==> src/rtl/alu_arbiter.sv <==
// Round-robin sequencer that shares one combinational 8-bit ALU between NUM_REQ requesters.
// One operation in flight at a time; results return over a valid/ready response channel.
//
// state | meaning
// IDLE  | waiting for a request; req_ready grants the round-robin winner combinationally
// EXEC  | op regs drive the ALU; result (or illegal-opcode error) is registered
// RESP  | rsp_valid high, response held until rsp_ready; pointer advances past the winner
module alu_arbiter #(
  parameter int NUM_REQ = 2
) (
  input  logic                   clk,
  input  logic                   reset_n,
  input  logic [NUM_REQ-1:0]     req_valid,
  input  logic [8*NUM_REQ-1:0]   req_data1,
  input  logic [8*NUM_REQ-1:0]   req_data2,
  input  logic [3*NUM_REQ-1:0]   req_select,
  output logic [NUM_REQ-1:0]     req_ready,
  output logic [7:0]             alu_data1,
  output logic [7:0]             alu_data2,
  output logic [2:0]             alu_select,
  input  logic [7:0]             alu_result,
  output logic                   rsp_valid,
  input  logic                   rsp_ready,
  output logic [1:0]             rsp_id,
  output logic [7:0]             rsp_result,
  output logic                   rsp_err,
  output logic                   busy
);

  localparam int IDW = 2;

  typedef enum logic [1:0] {
    IDLE = 2'd0,
    EXEC = 2'd1,
    RESP = 2'd2
  } state_t;

  state_t           state, state_nxt;
  logic [IDW-1:0]   ptr;
  logic [IDW-1:0]   win;
  logic [7:0]       op_data1;
  logic [7:0]       op_data2;
  logic [2:0]       op_sel;

  logic [NUM_REQ-1:0] grant;
  logic [IDW-1:0]     gnt_id;
  logic               found;
  int                 cand;
  logic [7:0]         sel_data1;
  logic [7:0]         sel_data2;
  logic [2:0]         sel_op;

  // Round-robin search starting at ptr; only meaningful (and only exposed) in IDLE.
  always_comb begin
    grant  = '0;
    gnt_id = '0;
    found  = 1'b0;
    cand   = 0;
    if (state == IDLE) begin
      for (int k = 0; k < NUM_REQ; k++) begin
        cand = int'(ptr) + k;
        if (cand >= NUM_REQ) cand = cand - NUM_REQ;
        for (int i = 0; i < NUM_REQ; i++) begin
          if (!found && (i == cand) && req_valid[i]) begin
            grant[i] = 1'b1;
            gnt_id   = IDW'(i);
            found    = 1'b1;
          end
        end
      end
    end
  end

  always_comb begin
    sel_data1 = '0;
    sel_data2 = '0;
    sel_op    = '0;
    for (int i = 0; i < NUM_REQ; i++) begin
      if (grant[i]) begin
        sel_data1 = req_data1[8*i +: 8];
        sel_data2 = req_data2[8*i +: 8];
        sel_op    = req_select[3*i +: 3];
      end
    end
  end

  always_ff @(posedge clk) begin
    if (!reset_n) state <= IDLE;
    else          state <= state_nxt;
  end

  always_comb begin
    state_nxt = state;
    req_ready = '0;
    rsp_valid = 1'b0;
    busy      = 1'b1;
    case (state)
      IDLE: begin
        busy      = 1'b0;
        req_ready = grant;
        if (found) state_nxt = EXEC;
      end
      EXEC: state_nxt = RESP;
      RESP: begin
        rsp_valid = 1'b1;
        if (rsp_ready) state_nxt = IDLE;
      end
      default: state_nxt = IDLE;
    endcase
  end

  // Opcodes 100..111 are illegal: the ALU output is ignored and an error is returned instead.
  always_ff @(posedge clk) begin
    if (!reset_n) begin
      ptr        <= '0;
      win        <= '0;
      op_data1   <= '0;
      op_data2   <= '0;
      op_sel     <= '0;
      rsp_id     <= '0;
      rsp_result <= '0;
      rsp_err    <= 1'b0;
    end else begin
      case (state)
        IDLE: begin
          if (found) begin
            op_data1 <= sel_data1;
            op_data2 <= sel_data2;
            op_sel   <= sel_op;
            win      <= gnt_id;
          end
        end
        EXEC: begin
          rsp_id <= win;
          if (op_sel[2]) begin
            rsp_result <= 8'h00;
            rsp_err    <= 1'b1;
          end else begin
            rsp_result <= alu_result;
            rsp_err    <= 1'b0;
          end
        end
        RESP: begin
          if (rsp_ready) begin
            if (win == IDW'(NUM_REQ - 1)) ptr <= '0;
            else                          ptr <= win + IDW'(1);
          end
        end
        default: ;
      endcase
    end
  end

  assign alu_data1  = op_data1;
  assign alu_data2  = op_data2;
  assign alu_select = op_sel;

endmodule

==> config.mk <==
export PLATFORM = sky130hd
export DESIGN_NAME = alu_arbiter
export DESIGN_NICKNAME = d
export VERILOG_FILES = /design/src/rtl/alu_arbiter.sv
export SDC_FILE = /design/constraint.sdc
export NUM_CORES = 1
export LEC_CHECK = 0
export CAP_MARGIN = 10
export CORE_ASPECT_RATIO = 1.4
export CORE_MARGIN = 4
export CORE_UTILIZATION = 41
export CTS_BUF_LIST = sky130_fd_sc_hd__clkbuf_8 sky130_fd_sc_hd__clkbuf_16
export CTS_CLUSTER_DIAMETER = 120
export CTS_CLUSTER_SIZE = 25
export DETAILED_ROUTE_END_ITERATION = 10
export PLACE_DENSITY = 0.9
export SLEW_MARGIN = 0
export SYNTH_ARGS = -nofsm -noshare
export SYNTH_HDL_FRONTEND = slang
export SYNTH_SLANG_ARGS = --single-unit
==> constraint.sdc <==
create_clock -name clk -period 4.02 [get_ports clk]
set_clock_uncertainty 0.05 [all_clocks]
set_input_delay 1.005 -clock clk [delete_from_list [all_inputs] [get_ports clk]]
set_output_delay 1.005 -clock clk [all_outputs]
set_load 0.02 [all_outputs]
# Yosys cells after proc, flatten, opt, wreduce, memory -nomap -nowiden
# Cells that the tools add are included.
dict set report totals {
  ff_bits 36
  inputBits 51
  wordCells 72
}
dict set report op_classes {
  addsub 4
  order_cmp 2
  eq_ne 7
  muxes 34
  reduce_logical 16
}
# cell n
set op_table {}
lappend op_table {{$mux W32} 4}
lappend op_table {{$eq A2 B32 Y1 const A} 2}
lappend op_table {{$logic_not A32 Y1} 2}
lappend op_table {{$mux W8} 5}
lappend op_table {{$mux W1} 15}
lappend op_table {{$mux W2} 7}
lappend op_table {{$logic_and A1 B1 Y1} 7}
lappend op_table {{$mux W3} 2}
lappend op_table {{$pmux W2 S3} 1}
lappend op_table {{$reduce_and A2 Y1} 3}
lappend op_table {{$eq A2 B1 Y1 const B} 2}
lappend op_table {{$ne A2 B2 Y1 const B} 2}
lappend op_table {{$sub A3 B2 Y4 const B} 1}
lappend op_table {{$add A2 B1 Y3 const B} 1}
lappend op_table {{$ge A3 B2 Y1 const B} 1}
lappend op_table {{$logic_not A1 Y1} 3}
lappend op_table {{$sub A2 B2 Y3 const B} 1}
lappend op_table {{$add A2 B1 Y2 const B} 1}
lappend op_table {{$eq A2 B2 Y1 const B} 1}
lappend op_table {{$ge A2 B2 Y1 const B} 1}
lappend op_table {{$logic_not A2 Y1} 1}

# Depth between registers and ports, before layout
# Gate-level depths: netlist of the first run.
dict set report depth {
  word_depth 24
  ltp_mapped 5
}

# Worst setup path after synthesis of the first run
# No wires, ideal clock.
dict set report synth_timing {
  kind {input port to output port}
  from {input req_valid[0]}
  to {output req_ready[0]}
  arrival_time_ns 1.814
  required_time_ns 2.965
  setup_slack_ns 1.151
  path_stages 3
  n_path_buf 1
  cell_sequence {or3b_4 > buf_6 > nor2_1}
}
dict set report synth_via {
  elab_chain_len 14
}
# element line_no
set synth_rtl {}
lappend synth_rtl {{start, declared} 13} ;# input logic [NUM_REQ-1:0] req_valid,
lappend synth_rtl {{$logic_and A1 B1 Y1} 64} ;# if (!found && (i == cand) && req_valid[i]) begin
lappend synth_rtl {{$mux W1} 64}
lappend synth_rtl {{$mux W1} 59} ;# if (state == IDLE) begin
lappend synth_rtl {{$logic_not A1 Y1} 64}
lappend synth_rtl {{$logic_and A1 B1 Y1 (2 in a row)} 64}
lappend synth_rtl {{$mux W1} 64}
lappend synth_rtl {{$mux W1} 59}
lappend synth_rtl {{$logic_not A1 Y1} 64}
lappend synth_rtl {{$logic_and A1 B1 Y1 (2 in a row)} 64}
lappend synth_rtl {{$mux W1 (*)} 64}
lappend synth_rtl {{$mux W2 (*)} 59}
lappend synth_rtl {{$mux W2 (*)} 97} ;# case (state)
lappend synth_rtl {{end, declared} 17} ;# output logic [NUM_REQ-1:0] req_ready,
# Every way passes the cells marked *; elsewhere a longest branch is shown, timed or not. The select of a mux whose other input is x is not followed.

# Worst setup path after layout of the first run
# Same ends and word-level chain as after synthesis.

==> results of run 1 <==
## layer usage
metal,wire length (um),share of wire [%]
met1,1690,39
met2,2180,51
met3,386,8.9
met4,58,1.3
met5,0,0
## registers in the layout, summed over array words and instances (netlist names)
register and cells:
alu_data1 8, alu_data2 8, rsp_result 8, alu_select 3, state 2, ptr 1
rsp_err 1, rsp_id 1, win 1
## report_power, final
group	switching (mW)	internal, mW	total (mW)	leakage [nW]
registers	0.0193	0.360	0.379	0.272
clock network	0.112	0.114	0.225	0.0399
logic	0.121	0.147	0.268	0.560
## critical path, stage by stage
cell and delay [ps]:
clkdlybuf4s50_1 500, or3b_4 390, nor2_1 110, clkdlybuf4s50_1 610
## cells by family after synthesis
| family | share of synthesized area, % |
|---|---|
| AOI/OAI and AO/OA | 20.5 |
| buffers and inverters | 5.79 |
| DFF | 42.5 |
| other | 0.241 |
| and+or+nand+nor | 31.0 |
## layout make-up
type / count / area share, %
clock inverters: 1 / 0.202
clock buffers: 5 / 2.78
well taps: 42 / 2.12
multi-input cells: 107 / 32.5
flip-flops and latches: 33 / 26.7
repair buffers: 90 / 35.6
inverters: 1 / 0.151
## through the flow
| stage | hold slack (ps) | area [um^2] | util, % | total power, mW |
|---|---|---|---|---|
| 2_1_floorplan | 395 | 1560 | - | 0.518 |
| 3_3_place_gp | 403 | 2400 | 66.0 | 0.651 |
| 3_5_place_dp | 412 | 2400 | 66.0 | 0.654 |
| 4_1_cts | 420 | 2480 | 68.0 | 0.885 |
| 5_1_grt | 440 | 2480 | 68.0 | 0.918 |
| 6_report | 416 | 2480 | 68.0 | 0.872 |
## layout by cell type, fill, tap and decap left out
cell type / count
and2_1: 3
conb_1: 1
and3b_1: 1
nor2_1: 4
clkbuf_8: 5
nand3b_1: 8
o2111a_1: 19
and3_1: 1
nor2b_1: 3
o21a_1: 3
nand4b_1: 19
or3_1: 19
nand2_1: 12
dfxtp_1: 33
nand2b_1: 2
clkinv_2: 1
a21boi_0: 11
or3b_4: 1
inv_1: 1
clkdlybuf4s50_1: 83
buf_4: 7
## worst max path at each step
stage                       from            to  slack, ps  depth (start not counted)
global route        req_valid[0]  req_ready[0]        280                          4
floorplan           req_valid[0]  req_ready[0]       1150                          3
detailed placement  req_valid[0]  req_ready[0]        350                          4
CTS                 req_valid[0]  req_ready[0]        340                          4
global placement    req_valid[0]  req_ready[0]        380                          4
finish              req_valid[0]  req_ready[0]        340                          4
==> flow_metrics.tcl, run 1 <==
set metrics [dict create \
    area_delta_synth_final_pct 59.4 \
    clock-root-buffer "clkbuf_8" \
    r2r-start "state[0]" \
    dp_worst_setup_slack_ps 354 \
    cts_resized 0 \
    wl_per_cell_um 15.5 \
    die_w_um 60.1 \
    period_minus_slack_ps 3680 \
    ys_warn_count 0 \
    vias_per_cell 5.35 \
    synth_nets 210 \
    htreeDepth 2 \
    grt_pass1_wl_um 6750 \
    drtPass1Iterations 4 \
    grt_busiest_layer "met2" \
    yosysMostFrequentCell "dfxtp_1" \
    diodes 0 \
    worstPathRequired_ps 2960 \
    num_vias 1493 \
    hold_depth 2 \
    cts_num_sinks 33 \
    async_flop_share_pct 0 \
    cts_made_buffers 5 \
    routed_wl_um 4310 \
    dp_cells 273 \
    synth_edf_count 0 \
    io_pins 85 \
    synthesis.area_um2 1560 \
    fin_crit_sh_pct 91.5 \
    multi_input_area_um2 805 \
    layout-drive-gt1-share_pct 5.91 \
    syn_avg_cell_area_um2 9.78 \
    synth_cell_type_count 20 \
    ys.flop_type "dfxtp_1" \
    p_leak_nw 0.872 \
    worst_slew_pin_slew_ps 1110 \
    seq_area_frac_synth_pct 42.5 \
    yosys.area.top_type_share_pct 42.5 \
    path_max_fanout 3 \
    min_from "rsp_result[0]" \
    setup_viol 0 \
    grt_max_degree 34 \
    worstSetupPathType "primary input to output port" \
    rows 26 \
    hold_viol 0 \
    start_util_pct 42.7 \
    rrSetupSlack_ps 2280 \
    grt_use_met2_pct 32.5 \
    hp-class "flip-flop to flip-flop" \
    synth.area.top_cells "dfxtp_1, o2111a_1, nand4b_1" \
    holdPathEnd "rsp_result[0]" \
    drc 0 \
    status "finished, final reports clean" \
    max-vdd-ir-drop_mv 0.300 \
    num-fill-cells 284 \
    antenna_found_initial 0 \
    dieArea_um2 4860 \
    postCtsHoldBufs 0 \
    overflow 0 \
    maxSlewHeadroom_pct 25.6 \
    stdcell_count 279 \
    insertion_delay_ps 280 \
    cp_data_arrival_time_ps 2620 \
    drv_slew 0 \
    reg2reg_to "alu_data1[5]" \
    drt-initial-drc-count 57 \
    worstSetupEndpointType "output port" \
    synth_top_area_cell "dfxtp_1" \
    fin_setup_tns_ps 0 \
    reg2reg_depth 6 \
    drv_cap 0 \
    die_y_um 80.9 \
    drtAntennaViolNets 0 \
    postSynthCellCount 159 \
    fin_ws_ps 343 \
    place_hpwl_um 3070 \
    rsz0062_at_grt "false" \
    grt_pass1_vias 1513 \
    start_kind "primary input" \
    clk_pin_slew_ps 60 \
    grt_use_met1_pct 18.6 \
    final_nets 289 \
    grt_usage_pct 18.3 \
    gp_congestion 0.717 \
    grt_util_met3_pct 7.95 \
    cts_tree "built" \
    cellPowerDensity_nw_per_um2 352 \
    synth_seq_cells 33 \
    maxClockFrequency_mhz 272 \
    core_um2 3640 \
    cts_post_setup_buffers_inserted 0 \
    regArea_um2 661 \
    portBuffers 83 \
    ctsLongestPathBuffers 2 \
    synth_commonest_cells "dfxtp_1, nand4b_1, o2111a_1, or3_1, clkbuf_1" \
]
Power figures use the tool's default switching activity.
==> inputs of run 2 (changes only) <==
--- a/config.mk
+++ b/config.mk
@@ -5,7 +5,7 @@
 export SDC_FILE = /design/constraint.sdc
 export NUM_CORES = 1
 export LEC_CHECK = 0
-export CAP_MARGIN = 10
+export CAP_MARGIN = 0
 export CORE_ASPECT_RATIO = 1.4
 export CORE_MARGIN = 4
 export CORE_UTILIZATION = 41
==> results of run 2 <==
The final DEF is identical to that of run 1; final timing and power are the same.
